===== config.mk =====
export PLATFORM = sky130hd
export DESIGN_NAME = moving_average_filter
export DESIGN_NICKNAME = d
export VERILOG_FILES = /design/src/rtl/maf_pkg.sv /design/src/rtl/maf_delay_line.sv /design/src/rtl/moving_average_filter.sv
export SDC_FILE = /design/constraint.sdc
export NUM_CORES = 1
export LEC_CHECK = 0
export BUFFER_PORTS_ARGS = -buffer_cell sky130_fd_sc_hd__buf_2
export CORE_ASPECT_RATIO = 1.1
export CORE_MARGIN = 2
export CORE_UTILIZATION = 55
export DETAILED_ROUTE_END_ITERATION = 16
export PLACE_DENSITY = 0.74
export SYNTH_ARGS = -nofsm -noshare
export SYNTH_HDL_FRONTEND = slang
export SYNTH_HIERARCHICAL = 1
export SYNTH_SLANG_ARGS = --single-unit

===== constraint.sdc =====
create_clock -name clk -period 3.75 [get_ports clk]
set_input_delay 0.375 -clock clk [delete_from_list [all_inputs] [get_ports clk]]
set_output_delay 0.375 -clock clk [all_outputs]
set_load 0.05 [all_outputs]

===== src/rtl/maf_pkg.sv =====
// Shared constants and types for the boxcar moving-average filter.
package maf_pkg;

  // Default sample width and log2 of the window length.
  localparam int MAF_DATA_W   = 10;
  localparam int MAF_LOG2_WIN = 3;

  // Fill-tracking state: FILL until N samples are in the window, then RUN.
  typedef enum logic {
    ST_FILL = 1'b0,
    ST_RUN  = 1'b1
  } maf_state_t;

  // The running sum of N samples needs log2(N) extra bits above the sample width.
  function automatic int maf_sum_w(input int data_w, input int log2_win);
    return data_w + log2_win;
  endfunction

  localparam int MAF_SUM_W = maf_sum_w(MAF_DATA_W, MAF_LOG2_WIN);

endpackage


===== src/rtl/maf_delay_line.sv =====
// N-entry circular sample buffer. The entry under the write pointer is the
// oldest sample; it is presented combinationally so the running sum can
// retire it on the same edge that overwrites it.
module maf_delay_line
  import maf_pkg::*;
#(
  parameter int DATA_W   = MAF_DATA_W,
  parameter int LOG2_WIN = MAF_LOG2_WIN
) (
  input  logic              clk,
  input  logic              reset,
  input  logic              clear,
  input  logic              wr_en,
  input  logic [DATA_W-1:0] wr_data,
  output logic [DATA_W-1:0] rd_data
);

  localparam int N = 1 << LOG2_WIN;

  logic [LOG2_WIN-1:0] wr_ptr_reg;
  logic [DATA_W-1:0]   entry_q [N];

  // Write pointer advances per accepted sample; wraps naturally at N.
  always_ff @(posedge clk) begin
    if (reset || clear) begin
      wr_ptr_reg <= '0;
    end else if (wr_en) begin
      wr_ptr_reg <= wr_ptr_reg + LOG2_WIN'(1);
    end
  end

  // One register per window slot so the whole window can be cleared in a cycle.
  for (genvar gi = 0; gi < N; gi++) begin : g_entry
    logic [DATA_W-1:0] entry_reg;

    // Slot gi captures the incoming sample when the pointer selects it.
    always_ff @(posedge clk) begin
      if (reset || clear) begin
        entry_reg <= '0;
      end else if (wr_en && (wr_ptr_reg == LOG2_WIN'(gi))) begin
        entry_reg <= wr_data;
      end
    end

    assign entry_q[gi] = entry_reg;
  end

  assign rd_data = entry_q[wr_ptr_reg];

endmodule


===== src/rtl/moving_average_filter.sv =====
// Boxcar moving-average filter: mean of the last 2^LOG2_WIN accepted samples,
// kept as an incremental running sum over a circular delay line.
// Optional macro MAF_WARMUP_EN: suppress out_valid until the window is full.
module moving_average_filter
  import maf_pkg::*;
#(
  parameter int DATA_W   = MAF_DATA_W,
  parameter int LOG2_WIN = MAF_LOG2_WIN
) (
  input  logic                       clk,
  input  logic                       reset,
  input  logic                       in_valid,
  input  logic [DATA_W-1:0]          in_data,
  input  logic                       flush,
  output logic                       out_valid,
  output logic [DATA_W-1:0]          out_data,
  output logic [DATA_W+LOG2_WIN-1:0] out_sum,
  output logic                       filled
);

  localparam int N     = 1 << LOG2_WIN;
  localparam int SUM_W = maf_sum_w(DATA_W, LOG2_WIN);

  maf_state_t          state_reg, state_next;
  logic [LOG2_WIN-1:0] fill_cnt_reg, fill_cnt_next;
  logic [SUM_W-1:0]    sum_reg, sum_next;
  logic [DATA_W-1:0]   out_data_reg, out_data_next;
  logic                out_valid_reg, out_valid_next;
  logic                filled_reg, filled_next;
  logic [DATA_W-1:0]   oldest;
  logic                accept;

  // Flush beats a coincident sample: the sample is dropped.
  assign accept = in_valid && !flush;

  maf_delay_line #(
    .DATA_W   (DATA_W),
    .LOG2_WIN (LOG2_WIN)
  ) u_delay_line (
    .clk     (clk),
    .reset   (reset),
    .clear   (flush),
    .wr_en   (accept),
    .wr_data (in_data),
    .rd_data (oldest)
  );

  // State register with fill counter.
  always_ff @(posedge clk) begin
    if (reset) begin
      state_reg    <= ST_FILL;
      fill_cnt_reg <= '0;
    end else begin
      state_reg    <= state_next;
      fill_cnt_reg <= fill_cnt_next;
    end
  end

  // Next state: count accepted samples in FILL, move to RUN on the Nth.
  always_comb begin
    state_next    = state_reg;
    fill_cnt_next = fill_cnt_reg;
    if (flush) begin
      state_next    = ST_FILL;
      fill_cnt_next = '0;
    end else if (in_valid && (state_reg == ST_FILL)) begin
      if (fill_cnt_reg == LOG2_WIN'(N - 1)) begin
        state_next    = ST_RUN;
        fill_cnt_next = '0;
      end else begin
        fill_cnt_next = fill_cnt_reg + LOG2_WIN'(1);
      end
    end
  end

  // Output logic: retire the oldest sample before adding the new one so the
  // unsigned sum never underflows (sum always includes the oldest entry).
  always_comb begin
    sum_next       = sum_reg;
    out_data_next  = out_data_reg;
    out_valid_next = 1'b0;
    filled_next    = (state_next == ST_RUN);
    if (flush) begin
      sum_next      = '0;
      out_data_next = '0;
    end else if (accept) begin
      sum_next      = (sum_reg - {{LOG2_WIN{1'b0}}, oldest}) + {{LOG2_WIN{1'b0}}, in_data};
      out_data_next = sum_next[SUM_W-1:LOG2_WIN];
`ifdef MAF_WARMUP_EN
      out_valid_next = (state_next == ST_RUN);
`else
      out_valid_next = 1'b1;
`endif
    end
  end

  // Output registers; the running sum doubles as out_sum.
  always_ff @(posedge clk) begin
    if (reset) begin
      sum_reg       <= '0;
      out_data_reg  <= '0;
      out_valid_reg <= 1'b0;
      filled_reg    <= 1'b0;
    end else begin
      sum_reg       <= sum_next;
      out_data_reg  <= out_data_next;
      out_valid_reg <= out_valid_next;
      filled_reg    <= filled_next;
    end
  end

  assign out_valid = out_valid_reg;
  assign out_data  = out_data_reg;
  assign out_sum   = sum_reg;
  assign filled    = filled_reg;

endmodule


; ---- Word level (Yosys, flattened, before mapping)
; Cells that the tools add are included.
[op_classes]
n_addsub = 4
mul = 0
div = 0
magnitude_cmp = 1
eq_ne = 8
shifts = 0
muxes = 5
bitwise_logic = 2
reduce_logical = 15
[op_table]
columns = op, count
row1 = $bmux W10 S3, 1
row2 = $mux W10, 2
row3 = $eq A3 B3 Y1 const B, 5
row4 = $add A13 B10 Y13, 1
row5 = $sub A13 B10 Y13, 1
row6 = $logic_and A1 B1 Y1, 10
row7 = $add A3 B1 Y3 const B, 2
row8 = $eq A3 B2 Y1 const B, 2
row9 = $ge A4 B4 Y1 const B, 1
row10 = $not A3 Y4, 1
row11 = $eq A3 B1 Y1 const B, 1
row12 = $logic_not A3 Y1, 1
row13 = $mux W3, 1
row14 = $reduce_and A2 Y1, 1
row15 = $reduce_or A2 Y1, 1
row16 = $logic_not A1 Y1, 1
row17 = $logic_or A1 B1 Y1, 1
row18 = $mux W1, 1
row19 = $not A1 Y1, 1
[totals]
register_bits = 111
latch_bits = 0
ram_bits = 0
rom_bits = 0
inputBits = 14
out_inout_bits = 25
n_memories = 0

; ---- Depth between registers and ports, before layout
[depth]
word_depth = 6
depth_mapped = 16
mapped_depth_nobuf = 14

; ---- Hierarchy
; Netlist, hierarchy kept.
[modules_own_cells]
columns = mod, n_inst, cells_per_inst, area_per_inst_um2, seq_area_each_um2
row1 = maf_delay_line, 1, 408, 3701.0, 1661.6
row2 = moving_average_filter, 1, 194, 1592.8, 360.3

; ---- Worst setup path before layout
; OpenSTA, ideal clock, no wires.
[synth_path]
path_type = register -> register
startpoint = register u_delay_line.wr_ptr_reg[0]
endpoint = register sum_reg[12] (netlist: out_sum[12])
setup_time_ns = 0.120
arrival_time_ns = 3.021
required_ns = 3.630
path_slack_ns = 0.609
path_stages_with_launch = 13
path_buffers = 1
synth_period_minus_slack_ns = 3.141
path_cell_list = dfxtp_1 > buf_6 > mux4_1 > nand2_1 > nand2_1 > fa_1 > fa_1 > nand2b_1 > a21oi_2 > o21ai_2 > o31ai_2 > xnor2_1 > a21oi_1
[synth_via]
elab_chain_cells = 6
[synth_lines]
columns = element, line_no
row1 = "start, declared", maf_delay_line.sv:20  ; logic [LOG2_WIN-1:0] wr_ptr_reg;
row2 = "start signal, assigned", maf_delay_line.sv:28  ; wr_ptr_reg <= wr_ptr_reg + LOG2_WIN'(1);
row3 = $not A3 Y4 (not written as such), maf_delay_line.sv:48  ; assign rd_data = entry_q[wr_ptr_reg];
row4 = $bmux W10 S3, maf_delay_line.sv:48
row5 = $mux W10 (not written as such) (2 in a row), maf_delay_line.sv:48
row6 = net oldest[1], moving_average_filter.sv:30  ; logic [DATA_W-1:0] oldest;
row7 = $sub A13 B10 Y13, moving_average_filter.sv:87  ; sum_next = (sum_reg - {{LOG2_WIN{1'b0}}, oldest}) + {{LOG2_WIN{1'b0}}, in_data};
row8 = $add A13 B10 Y13, moving_average_filter.sv:87
row9 = "end signal, assigned", moving_average_filter.sv:105  ; sum_reg <= sum_next;
row10 = "end, declared", moving_average_filter.sv:26  ; logic [SUM_W-1:0] sum_reg, sum_next;
; The timed path passes the listed nets, and every way through them passes these cells. The select of a mux whose other input is x is not followed.
; A chain may end at the register's enable or synchronous reset.

; ---- Final worst setup path
[layout_path]
startpoint = register u_delay_line.wr_ptr_reg[0]
endpoint = register sum_reg[7] (netlist: out_sum[7])
; Same word-level chain as after synthesis.

==> qor.csv <==
stage,metric,value,unit
logic_synthesis,synth_cell_types,43,
logic_synthesis,synth_fa_ha_area_share,8.745,%
logic_synthesis,synth_seq_cells,101,
logic_synthesis,synth-edff-count,0,
cells_and_area,final_common_cell,nand2_1,
global_routing,grt_pass1_vias,4053,
place,place_congestion,0.8137,
setup_path,arrival,3.63,ns
cells_and_area,largest_reg_flops,80,
detailed_routing,drtIter0Drc,261,
logic_synthesis,ys.flop_type,dfxtp_1,
setup_path,crit_type,register to register,
die,dieArea,0.01043,mm2
setup_path,worstSetupStartpointType,register,
die,dieWidth,97.54,um
cells_and_area,final_area,0.005594,mm2
setup_path,worstSetupEndpointType,register,
detailed_routing,avgRoutedWirePerCell,15.96,um
setup_path,crit_required,4.06,ns
detailed_routing,viasPerCell,5.566,
logic_synthesis,yosys_warnings,6,
place,port_buffers,38,
die,start_util,56.61,%
global_routing,met1_usage,28.14,%
setup_path,r2r-end,out_sum[7]$_SDFFE_PP0P_,
sta,period_needed,3.320,ns
power_and_ir_drop,power_density,409.5,mW/mm2
die,boundaryPins,39,
cells_and_area,final_net_count,653,
cells_and_area,mostFrequentLayoutCells,"145 x nand2_1, 101 x dfxtp_1, 62 x a21oi_1",
logic_synthesis,ys_seq_area_share,38.19,%
cells_and_area,final_core_util,59.82,%
sta,maxSlewViolCount,0,
hold_path,holdCritStartpoint,reset,
detailed_routing,drc,0,
status,status,finished clean,
logic_synthesis,syn_nets,647,
logic_synthesis,syn_inst,602,
sta,fin_worst_skew,0.007715,ns
cells_and_area,fill_cells,843,
cells_and_area,syn2layout_area_growth,5.673,%
die,core,0.009351,mm2
detailed_routing,ant_nets,0,
clock_tree,cts_resized,0,
global_routing,grt_max_degree,55,
cells_and_area,drive_above_1_share,11.42,%
sta,tns,0,ns
sta,hold_slack,0.3208,ns
clock_tree,cts_buffers,9,
global_routing,groute.usage.overall,23.25,%
sta,hold_viol,0,
sta,setup_viol,0,
die,die_h,106.9,um
global_routing,grt_pass1_wl,19350,um
logic_synthesis,synth.avg_cell_area,8.794,um2
sta,fmax,0.3012,GHz
detailed_routing,wl,11650,um
clock_tree,clockBufferDepth,2,
logic_synthesis,muxShareOfSynthArea,16.83,%
cells_and_area,antenna_cells,0,
global_routing,grtUsageMet3,3.977,%
setup_path,rrSetupSlack,0.43,ns
clock_tree,h-tree-depth,3,
logic_synthesis,synth_area,0.005294,mm2
global_routing,grt_antenna_before_repair,0,
setup_path,endpoint,out_sum[7]$_SDFFE_PP0P_,
logic_synthesis,synth_top_family_by_area,multiplexers,
die,rows,37,
detailed_routing,first_pass_iters,5,
clock_tree,cts_setup_buffers,0,
job,drv_cap,0,
clock_tree,cts_tree,yes,
sta,worstMarginPinSlew,0.8125,ns
power_and_ir_drop,p_leak,2.456,nW
logic_synthesis,synth_xor_area_share,1.985,%
sta,rsz0062_at_grt,false,
global_routing,busiest_layer,met2,
place,dpl_cell_area,0.005410,mm2
sta,slew_headroom,45.67,%
clock_tree,ctsHoldBuffers,0,
setup_path,critPathMaxFanout,16,
clock_tree,clk_latency,0.37,ns
hold_path,hold_class,input port to register,
clock_tree,cts-root-buf,clkbuf_8,
setup_path,ff2ff_path_depth,13,
logic_synthesis,async_flop_share,0,%
setup_path,timing.rr.start,u_delay_line/wr_ptr_reg[0]$_SDFFE_PP0P_,
sta,post-route-period-util,88.52,%
global_routing,overflow,0,
logic_synthesis,synth-simple-area-share,16.40,%
detailed_routing,vias,4063,
clock_tree,clkSinkCount,101,
clock_tree,clk_pin_slew,0.09,ns
global_routing,use_met2,42.07,%
place,dpl.hpwl,8113,um
setup_path,crit_start,u_delay_line/wr_ptr_reg[0]$_SDFFE_PP0P_,
logic_synthesis,synth_compound_area_share,9.501,%
power_and_ir_drop,irDropWorstVdd,172.8,uV
synthesized netlist by cell type, types with 10 or more instances:
library cell | instances | area [um2]
a21oi_1 | 62 | 310.3
buf_2 | 10 | 50.05
buf_4 | 12 | 90.09
clkbuf_1 | 23 | 86.33
dfxtp_1 | 101 | 2022
fa_1 | 10 | 200.2
ha_1 | 21 | 262.8
inv_1 | 47 | 176.4
mux2i_1 | 38 | 380.4
mux4_1 | 16 | 420.4
nand2_1 | 145 | 544.3
nor2_1 | 48 | 180.2
power breakdown:
group          internal (mW)  switching (mW)
clock network          0.309           0.369
logic                  0.176           0.333
registers               1.09          0.0137
total                   1.58           0.715
cell families (layout without fill, tap and decap cells):
| group | count (synthesis) | in the layout |
|---|---|---|
| AOI/OAI and AO/OA | 88 | 88 |
| xor gates and xnor gates | 12 | 12 |
| adders and majority gates | 31 | 31 |
| buffers and inverters | 96 | 107 |
| DFF | 101 | 101 |
| muxes | 58 | 58 |
| and+or+nand+nor | 216 | 216 |
worst min path at each step:
stage                     cells past startpoint  slack, ns                                           endpoint
after CTS                                     4       0.31                           out_sum[12]$_SDFFE_PP0P_
final                                         4       0.32                           out_sum[12]$_SDFFE_PP0P_
after global routing                          3       0.33  u_delay_line/g_entry[6].entry_reg[9]$_SDFFE_PP0P_
after floorplan                               2       0.43  u_delay_line/g_entry[5].entry_reg[0]$_SDFFE_PP0P_
after global placement                        2       0.44  u_delay_line/g_entry[3].entry_reg[4]$_SDFFE_PP0P_
after detailed placement                      2       0.45  u_delay_line/g_entry[3].entry_reg[9]$_SDFFE_PP0P_
area by class of cell:
type                       count  area (um2)  share of cell area, %
clock buffer                  12       135.1                  2.416
clock inverter                 4       48.80                 0.8723
inverter                      47       176.4                  3.154
multi-input combinational    405        2830                  50.59
sequential                   101        2022                  36.14
tap                          117       146.4                  2.617
timing repair buffer          44       235.2                  4.205
metal layers:
layer	wire length (um)	share of wire [%]
met4	175	1.5
met3	555	4.8
met5	0	0
met1	5035	43
met2	5884	51
stage by stage:
step                      instances  setup WS, ns  total power, mW
after floorplan                 602        0.6087            1.555
after global placement          714        0.5295            1.621
after detailed placement        714        0.4487            1.635
after CTS                       730        0.4492            2.306
after global routing            730        0.2758            2.394
final                           730        0.4303            2.291
critical path: stages (launching register included):
cell and delay [ns]:
dfxtp_1 0.33, buf_4 0.28, mux4_1 0.61, nand2_1 0.11
nand2_1 0.08, fa_1 0.48, inv_1 0.05, ha_1 0.34
o211ai_1 0.11, o21a_2 0.26, o21ai_2 0.19, xor2_1 0.21
mux2i_1 0.10, nor2_1 0.09
No activity file was read; power rests on OpenSTA's default activity.
